==> config.mk <==
export PLATFORM = sky130hd
export DESIGN_NAME = dac_spi_flat
export DESIGN_NICKNAME = d
export VERILOG_FILES = /design/src/rtl/dac_spi_if.sv /design/src/rtl/dac_spi.sv /design/src/flat_wrapper.sv
export SDC_FILE = /design/constraint.sdc
export NUM_CORES = 1
export LEC_CHECK = 0
export BUFFER_PORTS_ARGS = -buffer_cell sky130_fd_sc_hd__buf_2
export CORE_ASPECT_RATIO = 1.1
export CORE_MARGIN = 5
export CORE_UTILIZATION = 54
export CTS_CLUSTER_SIZE = 28
export DETAILED_ROUTE_END_ITERATION = 16
export HOLD_SLACK_MARGIN = 0.02
export MAX_ROUTING_LAYER = met4
export PLACE_DENSITY = 0.82
export SLEW_MARGIN = 25
export SYNTH_ARGS = -nofsm -noshare
export SYNTH_HDL_FRONTEND = slang
export SYNTH_SLANG_ARGS = --single-unit
==> constraint.sdc <==
create_clock -name clock -period 2.6 [get_ports clock]
set_input_delay 0.26 -clock clock [delete_from_list [all_inputs] [get_ports clock]]
set_output_delay 0.26 -clock clock [all_outputs]
set_load 0.005 [all_outputs]
==> src/rtl/dac_spi_if.sv <==
// dac_spi_if: sample handshake from the upstream ADC stage plus the
// serial lines and status flags of the LTC2624 DAC frame sender.
// master = upstream / host side, slave = dac_spi.
interface dac_spi_if;
  logic [0:11] datos;
  logic        ready;
  logic        dac_cs_n;
  logic        spi_sck;
  logic        spi_mosi;
  logic        busy;
  logic        done;
  logic        overrun;

  modport master (
    output datos, ready,
    input  dac_cs_n, spi_sck, spi_mosi, busy, done, overrun
  );

  modport slave (
    input  datos, ready,
    output dac_cs_n, spi_sck, spi_mosi, busy, done, overrun
  );
endinterface

==> src/rtl/dac_spi.sv <==
// dac_spi: sends each new ADC sample to an LTC2624 DAC as a 32-bit
// write-and-update SPI frame (mode 0, MSB first).
// A one-deep pending register decouples the upstream ready edges from
// the frame timing; a sample that arrives while another is still pending
// replaces it and pulses overrun.
// Optional build macro DAC_SPI_OFFSET_BINARY_EN: flips the sample MSB on
// capture, converting two's complement input to offset binary.
//
// state | meaning
// ------+--------------------------------------------------------------
// IDLE  | no frame in flight, dac_cs_n high, waiting for a pending sample
// SHIFT | dac_cs_n low, 32 SCK periods of CLK_DIV low + CLK_DIV high
// GAP   | dac_cs_n high for CLK_DIV cycles between frames
module dac_spi #(
  parameter int          CLK_DIV  = 2,
  parameter logic [3:0]  DAC_ADDR = 4'hF
) (
  input  logic     clock,
  input  logic     reset_n,
  dac_spi_if.slave bus
);

  typedef enum logic [1:0] {IDLE, SHIFT, GAP} state_t;

  localparam logic [7:0] DIV_LOAD = 8'(CLK_DIV - 1);
  localparam logic [3:0] CMD_WRUP = 4'b0011;

  state_t      state, state_nxt;
  logic        ready_q, armed, rdy_edge;
  logic        pend_full;
  logic [11:0] pend_data, sample_in;
  logic [31:0] shreg, frame;
  logic [7:0]  div_cnt;
  logic [4:0]  bit_cnt;
  logic        cs_n_q, sck_q, mosi_q, done_q, ovr_q;
  logic        div_tc, load, sck_rise, sck_fall, frame_end;

  // armed blocks a ready that is already high out of reset from counting as an edge
  assign rdy_edge = bus.ready & ~ready_q & armed;
  assign div_tc   = (div_cnt == 8'd0);
  assign frame    = {8'h00, CMD_WRUP, DAC_ADDR, pend_data, 4'h0};

  // sample conditioning on capture
  always_comb begin
    sample_in = bus.datos;
`ifdef DAC_SPI_OFFSET_BINARY_EN
    sample_in[11] = ~sample_in[11];
`endif
  end

  // ready edge detector and one-deep pending sample register
  always_ff @(posedge clock or negedge reset_n) begin
    if (!reset_n) begin
      ready_q   <= 1'b0;
      armed     <= 1'b0;
      pend_full <= 1'b0;
      pend_data <= 12'h000;
      ovr_q     <= 1'b0;
    end else begin
      ready_q <= bus.ready;
      if (!bus.ready) armed <= 1'b1;
      // a load in the same cycle empties the slot, so the new sample is not an overrun
      ovr_q <= rdy_edge & pend_full & ~load;
      if (rdy_edge) begin
        pend_full <= 1'b1;
        pend_data <= sample_in;
      end else if (load) begin
        pend_full <= 1'b0;
      end
    end
  end

  // state register
  always_ff @(posedge clock or negedge reset_n) begin
    if (!reset_n) state <= IDLE;
    else          state <= state_nxt;
  end

  // next-state and per-cycle control strobes
  always_comb begin
    state_nxt = state;
    load      = 1'b0;
    sck_rise  = 1'b0;
    sck_fall  = 1'b0;
    frame_end = 1'b0;
    case (state)
      IDLE: begin
        if (pend_full) begin
          load      = 1'b1;
          state_nxt = SHIFT;
        end
      end
      SHIFT: begin
        if (div_tc) begin
          if (!sck_q) begin
            sck_rise = 1'b1;
          end else if (bit_cnt == 5'd0) begin
            frame_end = 1'b1;
            state_nxt = GAP;
          end else begin
            sck_fall = 1'b1;
          end
        end
      end
      GAP: begin
        if (div_tc) begin
          if (pend_full) begin
            load      = 1'b1;
            state_nxt = SHIFT;
          end else begin
            state_nxt = IDLE;
          end
        end
      end
      default: state_nxt = IDLE;
    endcase
  end

  // shift register, half-period and bit down-counters, registered SPI outputs
  always_ff @(posedge clock or negedge reset_n) begin
    if (!reset_n) begin
      shreg   <= 32'h0;
      div_cnt <= 8'd0;
      bit_cnt <= 5'd0;
      cs_n_q  <= 1'b1;
      sck_q   <= 1'b0;
      mosi_q  <= 1'b0;
      done_q  <= 1'b0;
    end else begin
      done_q <= frame_end;
      if (load) begin
        shreg   <= frame;
        div_cnt <= DIV_LOAD;
        bit_cnt <= 5'd31;
        cs_n_q  <= 1'b0;
        sck_q   <= 1'b0;
        mosi_q  <= frame[31];
      end else if (sck_rise) begin
        div_cnt <= DIV_LOAD;
        sck_q   <= 1'b1;
      end else if (sck_fall) begin
        shreg   <= {shreg[30:0], 1'b0};
        div_cnt <= DIV_LOAD;
        bit_cnt <= bit_cnt - 5'd1;
        sck_q   <= 1'b0;
        mosi_q  <= shreg[30];
      end else if (frame_end) begin
        div_cnt <= DIV_LOAD;
        cs_n_q  <= 1'b1;
        sck_q   <= 1'b0;
        mosi_q  <= 1'b0;
      end else if (state != IDLE && !div_tc) begin
        div_cnt <= div_cnt - 8'd1;
      end
    end
  end

  assign bus.dac_cs_n = cs_n_q;
  assign bus.spi_sck  = sck_q;
  assign bus.spi_mosi = mosi_q;
  assign bus.done     = done_q;
  assign bus.overrun  = ovr_q;
  assign bus.busy     = (state != IDLE) | pend_full;

endmodule

==> src/flat_wrapper.sv <==
// flat-port wrapper written by rule: the top's interface ports become plain ports
module dac_spi_flat 
#(
  parameter int          CLK_DIV  = 2,
  parameter logic [3:0]  DAC_ADDR = 4'hF
)
  (clock, reset_n, bus_datos, bus_ready, bus_dac_cs_n, bus_spi_sck, bus_spi_mosi, bus_busy, bus_done, bus_overrun);
  dac_spi_if bus_i ();
  input  logic clock;
  input  logic reset_n;
  input wire logic [$bits(bus_i.datos)-1:0] bus_datos;
  input wire logic [$bits(bus_i.ready)-1:0] bus_ready;
  output wire logic [$bits(bus_i.dac_cs_n)-1:0] bus_dac_cs_n;
  output wire logic [$bits(bus_i.spi_sck)-1:0] bus_spi_sck;
  output wire logic [$bits(bus_i.spi_mosi)-1:0] bus_spi_mosi;
  output wire logic [$bits(bus_i.busy)-1:0] bus_busy;
  output wire logic [$bits(bus_i.done)-1:0] bus_done;
  output wire logic [$bits(bus_i.overrun)-1:0] bus_overrun;
  assign bus_i.datos = bus_datos;
  assign bus_i.ready = bus_ready;
  assign bus_dac_cs_n = bus_i.dac_cs_n;
  assign bus_spi_sck = bus_i.spi_sck;
  assign bus_spi_mosi = bus_i.spi_mosi;
  assign bus_busy = bus_i.busy;
  assign bus_done = bus_i.done;
  assign bus_overrun = bus_i.overrun;
  dac_spi #(.CLK_DIV(CLK_DIV), .DAC_ADDR(DAC_ADDR)) u_core (.clock(clock), .reset_n(reset_n), .bus(bus_i));
endmodule
# Yosys cells after proc, flatten, opt, wreduce, memory -nomap -nowiden
# Index checks and enable logic that the tools add are counted.
[totals] register_bits=66 inputBits=15
[op_classes] eq_ne=9 n_addsub=2 n_bitwise=7 reduce_logical=16 muxes=45
[op_table] cell="31-bit 2-to-1 mux" count=3
[op_table] cell="8-bit 2-to-1 mux" count=5
[op_table] cell="1-bit 2-to-1 mux" count=27
[op_table] cell="5-bit 2-to-1 mux" count=3
[op_table] cell="2-bit by 1-bit != test with 1-bit output (second input constant)" count=7
[op_table] cell="2-bit 2-to-1 mux" count=5
[op_table] cell="8-bit zero test" count=1
[op_table] cell="2-bit nonzero test" count=4
[op_table] cell="8-bit by 1-bit subtractor with 8-bit output (second input constant)" count=1
[op_table] cell="2-bit one-hot mux with 3 select lines" count=1
[op_table] cell="5-bit zero test" count=1
[op_table] cell="5-bit AND reduction" count=1
[op_table] cell="5-bit nonzero test" count=1
[op_table] cell="5-bit by 1-bit subtractor with 5-bit output (second input constant)" count=1
[op_table] cell="1-bit bitwise AND" count=4
[op_table] cell="2-bit AND reduction" count=2
[op_table] cell="4-bit nonzero test" count=1
[op_table] cell="3-bit AND reduction" count=1
[op_table] cell="3-bit nonzero test" count=1
[op_table] cell="2-bit by 1-bit equality test with 1-bit output (second input constant)" count=1
[op_table] cell="2-bit equality test (second input constant)" count=1
[op_table] cell="2-bit zero test" count=1
[op_table] cell="1-bit inverter" count=2
[op_table] cell="1-bit one-hot mux with 2 select lines" count=1
[op_table] cell="other kinds (3)" count=3

# Depth between registers and ports, before layout
# Gate-level depths: netlist of run 1.
[depth] word_depth=9 mapped_depth=9

# Worst setup path after synthesis of run 1
# OpenSTA, ideal clock, no wires.
[synth_path] path_type="reg-to-reg" start="reg u_core.div_cnt[0]" end="reg u_core.shreg[13]" t_arrival_ps=2085 path_stages_with_launch=9 setup_slack_ps=389 required_time_ps=2474 cell_sequence="dfrtp_1 inv_1 ha_1 or3b_2 clkbuf_1 nor4b_4 a21oi_2 buf_6 a221o_1"
[synth_between] elab_chain_cells=5 elab_cells_between_ends=11
[synth_lines] element="from (decl)" line="dac_spi.sv:33" text="logic [7:0] div_cnt;"
[synth_lines] element="from (signal assigned)" line="dac_spi.sv:153" text="div_cnt <= div_cnt - 8'd1;"
[synth_lines] element="8-bit zero test (*)" line="dac_spi.sv:40" text="assign div_tc = (div_cnt == 8'd0);"
[synth_lines] element="1-bit 2-to-1 mux, on equally long branches" line="dac_spi.sv:106, dac_spi.sv:94"
[synth_lines] element="1-bit one-hot mux with 2 select lines / 1-bit 2-to-1 mux (equally long branches)" line="dac_spi.sv:86" text="case (state)"
[synth_lines] element="2-bit by 1-bit != test with 1-bit output (no source line) / 2-bit nonzero test (equally long branches)"
[synth_lines] element="2-bit AND reduction (no source line)"
[synth_lines] element="to (signal assigned)" line="dac_spi.sv:132" text="shreg <= frame;"
[synth_lines] element="to (signal assigned)" line="dac_spi.sv:142" text="shreg <= {shreg[30:0], 1'b0};"
[synth_lines] element="to (decl)" line="dac_spi.sv:32" text="logic [31:0] shreg, frame;"
# Mark *: on every way between the ends. The rest lies on a longest branch, timed or not.
# A chain may end at the register's enable or synchronous reset.

# Worst setup path in the final report of run 1
[layout_path] start="reg u_core.div_cnt[0]" end="reg u_core.shreg[10]"
# The elaborated chain is that of the path after synthesis.

==> results.md, run 1 <==
- Static leakage: 0.00149 µW
- Root Buffer: clkbuf_8
- Period utilization: 90.4%
- Crit. End Element: flip-flop
- Largest family of logic cells by synthesized area: compound AO/OA/AOI/OAI gates
- Antenna violations before repair: 0
- Cells along the critical path: inv_1, ha_1, or3b_2, o21ai_4, a21oi_2, a221o_1
- Syn Nets: 250
- Outcome: finished, final reports clean
- Post-synthesis compound-gate area fraction: 18.1%
- Comb pwr share: 3.4%
- Vias in the first global route: 2019
- Worst vdd ir: 0.000430 V
- Delay-heaviest family, CP: compound AO/OA/AOI/OAI gates
- Diode count: 0
- Met2 Usage GRT: 26.8%
- Final TNS setup: 0 ns
- Slowest CP cell: or3b_2
- Clock share of power: 46.1%
- Reg-to-reg startpoint: u_core.div_cnt[0]$_DFFE_PN0P_
- Final Total Pwr: 2000 µW
- Final Setup Violations: 0
- RSZ-0062 raised after global routing: false
- Drt wl/cell: 16.7 µm
- Max Cap Violations: 0
- Netlist cell types: 58
- Fraction of registers with async set or reset after synthesis: 100%
- WP data arrival: 2.57 ns
- IO Pins: 21
- Worst-path clk slew: 0.07 ns
- Min cycle time layout: 2.35 ns
- Register area share after synthesis: 56.2%
- DRT iter0 DRCs: 192
- Largest net degree at the start of global routing: 34
- Worst hold-check path type: input port to flip-flop
- Synth Area in XOR/XNOR: 1.27%
- Nets@finish: 280
- IO buf count: 20
- Gr usage total: 18.7%
- Layout cells sized above 1: 24.0%
- Crit path launch type: flip-flop
- Average cell area after synthesis: 11.9 µm²
- Initial Util: 55.3%
- Final Hold Fails: 0
- Post-synthesis mux area share: 5.62%
- Drt first pass iters: 4
- Routability cong.: 0.911
- Die height: 85.0 µm
- GR Util met3: 4.88%
- Fin util: 63.5%
- Cells after Synth: 232
- Core ar.: 0.00500 mm²
- Number of synthesized flops with an enable pin: 0
- Main synth FF type: dfrtp_1
- # Post-CTS Setup Buffers: 0
- F_max: 0.425 GHz
- Crit. Startpoint: u_core.div_cnt[0]$_DFFE_PN0P_
- Rel. slew slack: 52.5%
- P&R area growth vs syn: 14.9%
- Psw: 404 µW
- Vias post-DR: 1978
- Die X: 78.2 µm
- # DRC: 0
- Vias per std cell: 6.09
- Row count: 27
- Min Hold Slack: 0.0606 ns
- FF+latch count, synth: 62
- Post-synth top area share: 55.3%
- First-pass GRT wire length: 9440 µm
- CP bufs+invs: 1
- Crit-path max FO: 17
- Worst-margin pin slew: 0.713 ns
- Pint: 1590 µW
- Hold Startpoint: bus_ready
- Crit path kind: flip-flop to flip-flop
- Clock latency on the worst-skew pair: 0.34 ns
- TritonCTS clock tree: built
- Post-synthesis simple-gate area fraction: 13.9%
- Cell taking the most area after synthesis: dfrtp_1
- Post-DP HPWL: 3780 µm
- Bufs on Longest Clock Path: 2
- Clock sink count: 62
- Max-slew violations: 0
- Mapped cell area: 0.00276 mm²
- Clock Skews: 0.00857 ns
- Cell area power density: 630 mW/mm²
- Gr ovfl total: 0
- Syn. warnings: 0
- CTS H-Tree Depth: 3
- Post-Synth Adder-Cell Area: 1.36%
- Sw frac: 20.2%
- CP max stage delay: 0.59 ns
- Routed Antenna Nets: 0
- Area contributors post-synth: dfrtp_1, mux2_2, a221o_1
- Worst Path Required: 2.82 ns
- GRT met1 Usage: 24.4%
- Busiest grt layer: met2
- Number of CTS-inserted buffers: 9
- Hold_buf cts: 1
- Sequential power share: 50.5%
- # resized after CTS: 0
- WL final: 5420 µm
- DIE AREA: 0.00665 mm²
## cells by family after synthesis
| family | Yosys count |
|---|---|
| AOI/OAI and AO/OA | 63 |
| xor gates and xnor gates | 4 |
| adders and majority gates | 3 |
| buffers and inverters | 20 |
| DFF | 62 |
| muxes | 14 |
| and+or+nand+nor | 66 |
## registers in the layout, indices dropped and copies added, names as in the netlist, 2 cells and up
| name | flops |
|---|---|
| u_core.bit_cnt | 5 |
| u_core.pend_data | 12 |
| u_core.div_cnt | 8 |
| u_core.shreg | 27 |
| u_core.state | 2 |
## routing by layer
layer | part of all wire (%) | wire length [µm]
met3 | 6.5 | 351
met5 | 0 | 0
met2 | 47 | 2530
met4 | 1.3 | 69
met1 | 46 | 2470
## metrics by stage
stage	cell area (µm²)	setup WS (ns)	cells
final	3170	0.250	325
after global routing	3170	0.109	325
after CTS	3170	0.263	325
after detailed placement	2950	0.258	308
after global placement	2950	0.367	308
after floorplan	2760	0.389	232
## power by group through the flow
stage / clock (µW) / sequential [µW] / combinational, µW
after floorplan: 0 / 1020 / 31.9
after global placement: 0 / 1030 / 66.3
after detailed placement: 0 / 1030 / 69.3
after CTS: 945 / 1010 / 70.4
after global routing: 988 / 1010 / 78.9
final: 922 / 1010 / 67.7
## layout by cell type, fill, tap and decap left out, types with 3 or more instances in the layout
cell type   n
a21oi_1     9
buf_2      20
o22a_1      6
dfrtp_1    61
ha_1        3
a31oi_1     4
o21ai_1     4
clkbuf_8   10
nand2b_1    4
and2_1      5
xnor2_1     4
nand2_1    17
nor3_1      7
and3_1     10
mux2_2     12
inv_1       9
nor2_1      7
a221o_1    10
a22o_1      6
o211ai_1    3
buf_4       8
## cell usage after synthesis, drive strengths merged, types with 2 or more instances
| master | n |
|---|---|
| buf | 7 |
| nand2b | 4 |
| nor4b | 2 |
| nor4 | 2 |
| xnor2 | 4 |
| inv | 9 |
| o211ai | 3 |
| nand2 | 17 |
| dfrtp | 61 |
| ha | 3 |
| o22a | 6 |
| mux2i | 2 |
| o21a | 2 |
| a221o | 10 |
| or3 | 2 |
| a22oi | 2 |
| and2 | 5 |
| mux2 | 12 |
| nor3 | 7 |
| nor2 | 7 |
| a31oi | 4 |
| a21oi | 10 |
| a22o | 6 |
| clkbuf | 4 |
| o21ai | 6 |
| a31o | 2 |
| and3 | 10 |
## worst paths after layout
path	endpoint	slack (ns)	depth (start not counted)
min in group asynchronous	u_core.div_cnt[7]$_DFFE_PN0P_	0.49	2
worst max register to register	u_core.shreg[10]$_DFFE_PN0P_	0.25	6
worst min register to register	u_core.armed$_DFFE_PN0N_	0.47	1
worst max-delay path	u_core.shreg[10]$_DFFE_PN0P_	0.25	6
max in group asynchronous	u_core.pend_data[10]$_DFFE_PN0P_	1.51	3
worst min-delay path	u_core.ready_q$_DFF_PN0_	0.06	1
## final cells by class
| cell class | count | area [µm²] |
|---|---|---|
| multi-input cells | 150 | 1110 |
| flip-flops and latches | 62 | 1550 |
| clock buffers | 12 | 145 |
| inverters | 9 | 33.8 |
| repair buffers | 30 | 190 |
| well taps | 58 | 72.6 |
| clock inverters | 4 | 70.1 |
| fillers | 404 | 1830 |
Power figures use the tool's default switching activity.
==> run 2, diff against run 1 <==
ABC_AREA = 1   (was not set)
==> results.md, run 2 <==
- Number of CTS-inserted buffers: 9 (unchanged)
- F_max: 0.502 GHz (+18%)
- First-pass GRT wire length: 9270 µm (-1.8%)
- Clock sink count: 62 (unchanged)
- # Post-CTS Setup Buffers: 0 (unchanged)
- TritonCTS clock tree: built
- Largest family of logic cells by synthesized area: simple AND/OR/NAND/NOR gates
- Area of the multi-input gates: 0.00104 mm² (-6.5%)
- # DRC: 0 (unchanged)
- Largest registers: u_core.shreg: 27 flops, u_core.pend_data: 12 flops, u_core.div_cnt: 8 flops
- Core ar.: 0.00503 mm² (+0.68%)
- Final WS setup: 0.608 ns (+0.359 ns)
- Die X: 78.8 µm (+0.73%)
- WP data arrival: 2.19 ns (-0.38 ns)
- Cells along the critical path: inv_1, ha_1, nand2_4, nor2_8, o21ai_4, inv_2, o21ai_0, o21ai_0
- Routed Antenna Nets: 0 (unchanged)
- Register with the most flip-flops: u_core.shreg
- WL final: 5160 µm (-4.8%)
- Synth Area in XOR/XNOR: 1.25% (-0.021 points)
- Mapped cell area: 0.00281 mm² (+1.7%)
- Gr usage total: 17.9% (-0.77 points)
- Sequential Area: 0.00155 mm² (unchanged)
- Period utilization: 76.6% (-14 points)
- Vias post-DR: 2048 (+3.5%)
- Layout cells sized above 1: 19.1% (-4.9 points)
- Gr ovfl total: 0 (unchanged)
- P&R area growth vs syn: 11.8%
- Nets@finish: 338 (+21%)
- Hold Startpoint: bus_ready
- Root Buffer: clkbuf_8
- Largest register FFs: 27 (unchanged)
- DRT iter0 DRCs: 136 (-29%)
- DIE AREA: 0.00675 mm² (+1.5%)
- Vias per std cell: 5.35 (-12%)
- Crit. Startpoint: u_core.div_cnt[0]$_DFFE_PN0P_
- Crit. End Element: flip-flop
- Cell area power density: 583 mW/mm² (-7.4%)
- Largest net degree at the start of global routing: 38 (+12%)
- Clock Skews: 0.00266 ns (-0.00591 ns)
- Initial Util: 55.8% (+0.55 points)
- Main synth FF type: dfrtp_1
- Number of synthesized flops with an enable pin: 0 (unchanged)
- Slowest CP cell: o21ai_4
- Max Cap Violations: 0 (unchanged)
- Post-Synth Adder-Cell Area: 1.34% (-0.022 points)
- CP dominant cell by count: o21ai_0
- CTS H-Tree Depth: 3 (unchanged)
- Drt first pass iters: 5 (+1)
- Post-synthesis simple-gate area fraction: 22.2% (+8.3 points)
- Syn Nets: 311 (+24%)
- Row count: 27 (unchanged)
- # resized after CTS: 0 (unchanged)
- Antenna violations before repair: 0 (unchanged)
- Average cell area after synthesis: 9.59 µm² (-19%)
- Most frequent cells after synthesis: nand2_1, dfrtp_1, inv_1
- Busiest grt layer: met2
- Bufs on Longest Clock Path: 2 (unchanged)
- Fin util: 62.4% (-1.1 points)
- Fraction of registers with async set or reset after synthesis: 100% (unchanged)
- Top-count cell post-synth: nand2_1
- Post-synthesis compound-gate area fraction: 7.75% (-10 points)
- Cells after Synth: 293 (+26%)
- Area contributors post-synth: dfrtp_1, nand2_1, inv_1
- Fillers: 410 (+1.5%)
- Drt wl/cell: 13.5 µm (-19%)
- Syn. warnings: 0 (unchanged)
- Crit path kind: flip-flop to flip-flop
- Outcome: finished, final reports clean
- Met2 Usage GRT: 28.3% (+1.5 points)
- Final TNS setup: 0 ns (unchanged)
- Diode count: 0 (unchanged)
- Post-synthesis mux area share: 4.41% (-1.2 points)
- Final Setup Violations: 0 (unchanged)
- Static leakage: 0.00163 µW (+8.9%)
- Crit-path max FO: 17 (unchanged)
- Rel. slew slack: 57.5% (+5.0 points)
- GR Util met3: 3.15% (-1.7 points)
- Worst vdd ir: 0.000345 V (-20%)
- Netlist cell types: 36 (-38%)
- Commonest cells after routing, fill and taps aside: nand2_1, dfrtp_1, inv_1
- Min cycle time layout: 1.99 ns (-0.359 ns)
- Worst hold-check path type: input port to flip-flop
- IO Pins: 21 (unchanged)
- CP max stage delay: 0.37 ns (-0.22 ns)
- Worst-margin pin slew: 0.636 ns (-0.0772 ns)
- Register area share after synthesis: 55.3% (-0.93 points)
- Post-synth top area share: 54.3% (-0.91 points)
- GRT met1 Usage: 21.9% (-2.5 points)
- Post-DP HPWL: 3600 µm (-4.9%)
- Die height: 85.6 µm (+0.74%)
- IO buf count: 20 (unchanged)
- Cell taking the most area after synthesis: dfrtp_1
- Worst slack, placed: 0.626 ns (+0.369 ns)
- Max-slew violations: 0 (unchanged)
- Vias in the first global route: 2132 (+5.6%)
- Reg-to-reg startpoint: u_core.div_cnt[0]$_DFFE_PN0P_
- Clock latency on the worst-skew pair: 0.33 ns (about the same)
- RSZ-0062 raised after global routing: false
- Routability cong.: 0.947 (+4.0%)
- FF+latch count, synth: 62 (unchanged)
- Worst-path clk slew: 0.06 ns (about the same)
- Crit path launch type: flip-flop
- Commonest non-fill, non-tap cell in the layout: nand2_1
- Final Hold Fails: 0 (unchanged)
- Worst Path Required: 2.80 ns (-0.02 ns)
run 2: cell families after synthesis:
| group | after synthesis |
|---|---|
| XOR/XNOR | 4 |
| flip-flops | 62 |
| AO/OA/AOI/OAI | 33 |
| AND/OR/NAND/NOR | 131 |
| adder cells (fa/ha/maj) | 3 |
| buffers and inverters | 49 |
| multiplexers | 11 |
run 2: path summary, 6_finish.rpt:
kind	to	slack [ns]	cells past startpoint
max in group asynchronous	u_core.bus.dac_cs_n$_DFFE_PN1P_	1.48	3
worst min register to register	u_core.armed$_DFFE_PN0N_	0.46	2
worst max-delay path	u_core.bit_cnt[0]$_DFFE_PN0P_	0.61	8
worst min-delay path	u_core.ready_q$_DFF_PN0_	0.07	1
worst max register to register	u_core.bit_cnt[0]$_DFFE_PN0P_	0.61	8
min in group asynchronous	u_core.pend_data[11]$_DFFE_PN0P_	0.46	2
run 2: layer usage:
layer / routed length [µm] / part of all wire [%]
met5: 0 / 0
met4: 116 / 2.2
met3: 175 / 3.4
met2: 2570 / 50
met1: 2300 / 45
run 2: area by class of cell:
class                   instances  share of cell area [%]
flip-flops and latches         62                    49.4
multi-input cells             182                    33.0
clock buffers                  15                    5.62
inverters                      42                    5.10
repair buffers                 23                    4.38
well taps                      58                    2.31
clock inverters                 1                   0.159
run 2: worst max-delay path, delay by kind of cell, from the launching register on:
family / cells / cell delay, ns
DFF: 1 / 0.34
adders and majority gates: 1 / 0.28
buffers and inverters: 2 / 0.34
AOI/OAI and AO/OA: 3 / 0.70
and+or+nand+nor: 2 / 0.21
run 2: what timing repair did:
item                                    CTS  global route
hold buffers                              1             0
endpoints found under the setup margin    0             0
endpoints found under the hold margin    25             0
run 2: per-stage QoR:
stage          hold WS (ns)  power, µW  instance area, µm²  cells
2_1_floorplan       -0.0356       1050                2810    293
3_3_place_gp          0.294       1090                2950    366
3_5_place_dp          0.308       1090                2950    366
4_1_cts              0.0498       1860                3140    383
5_1_grt              0.0586       1910                3140    383
6_report             0.0661       1830                3140    383
run 2: power by group:
group          switching [µW]  internal, µW
sequential               13.8           994
combinational            33.5          34.2
clock                     333           424
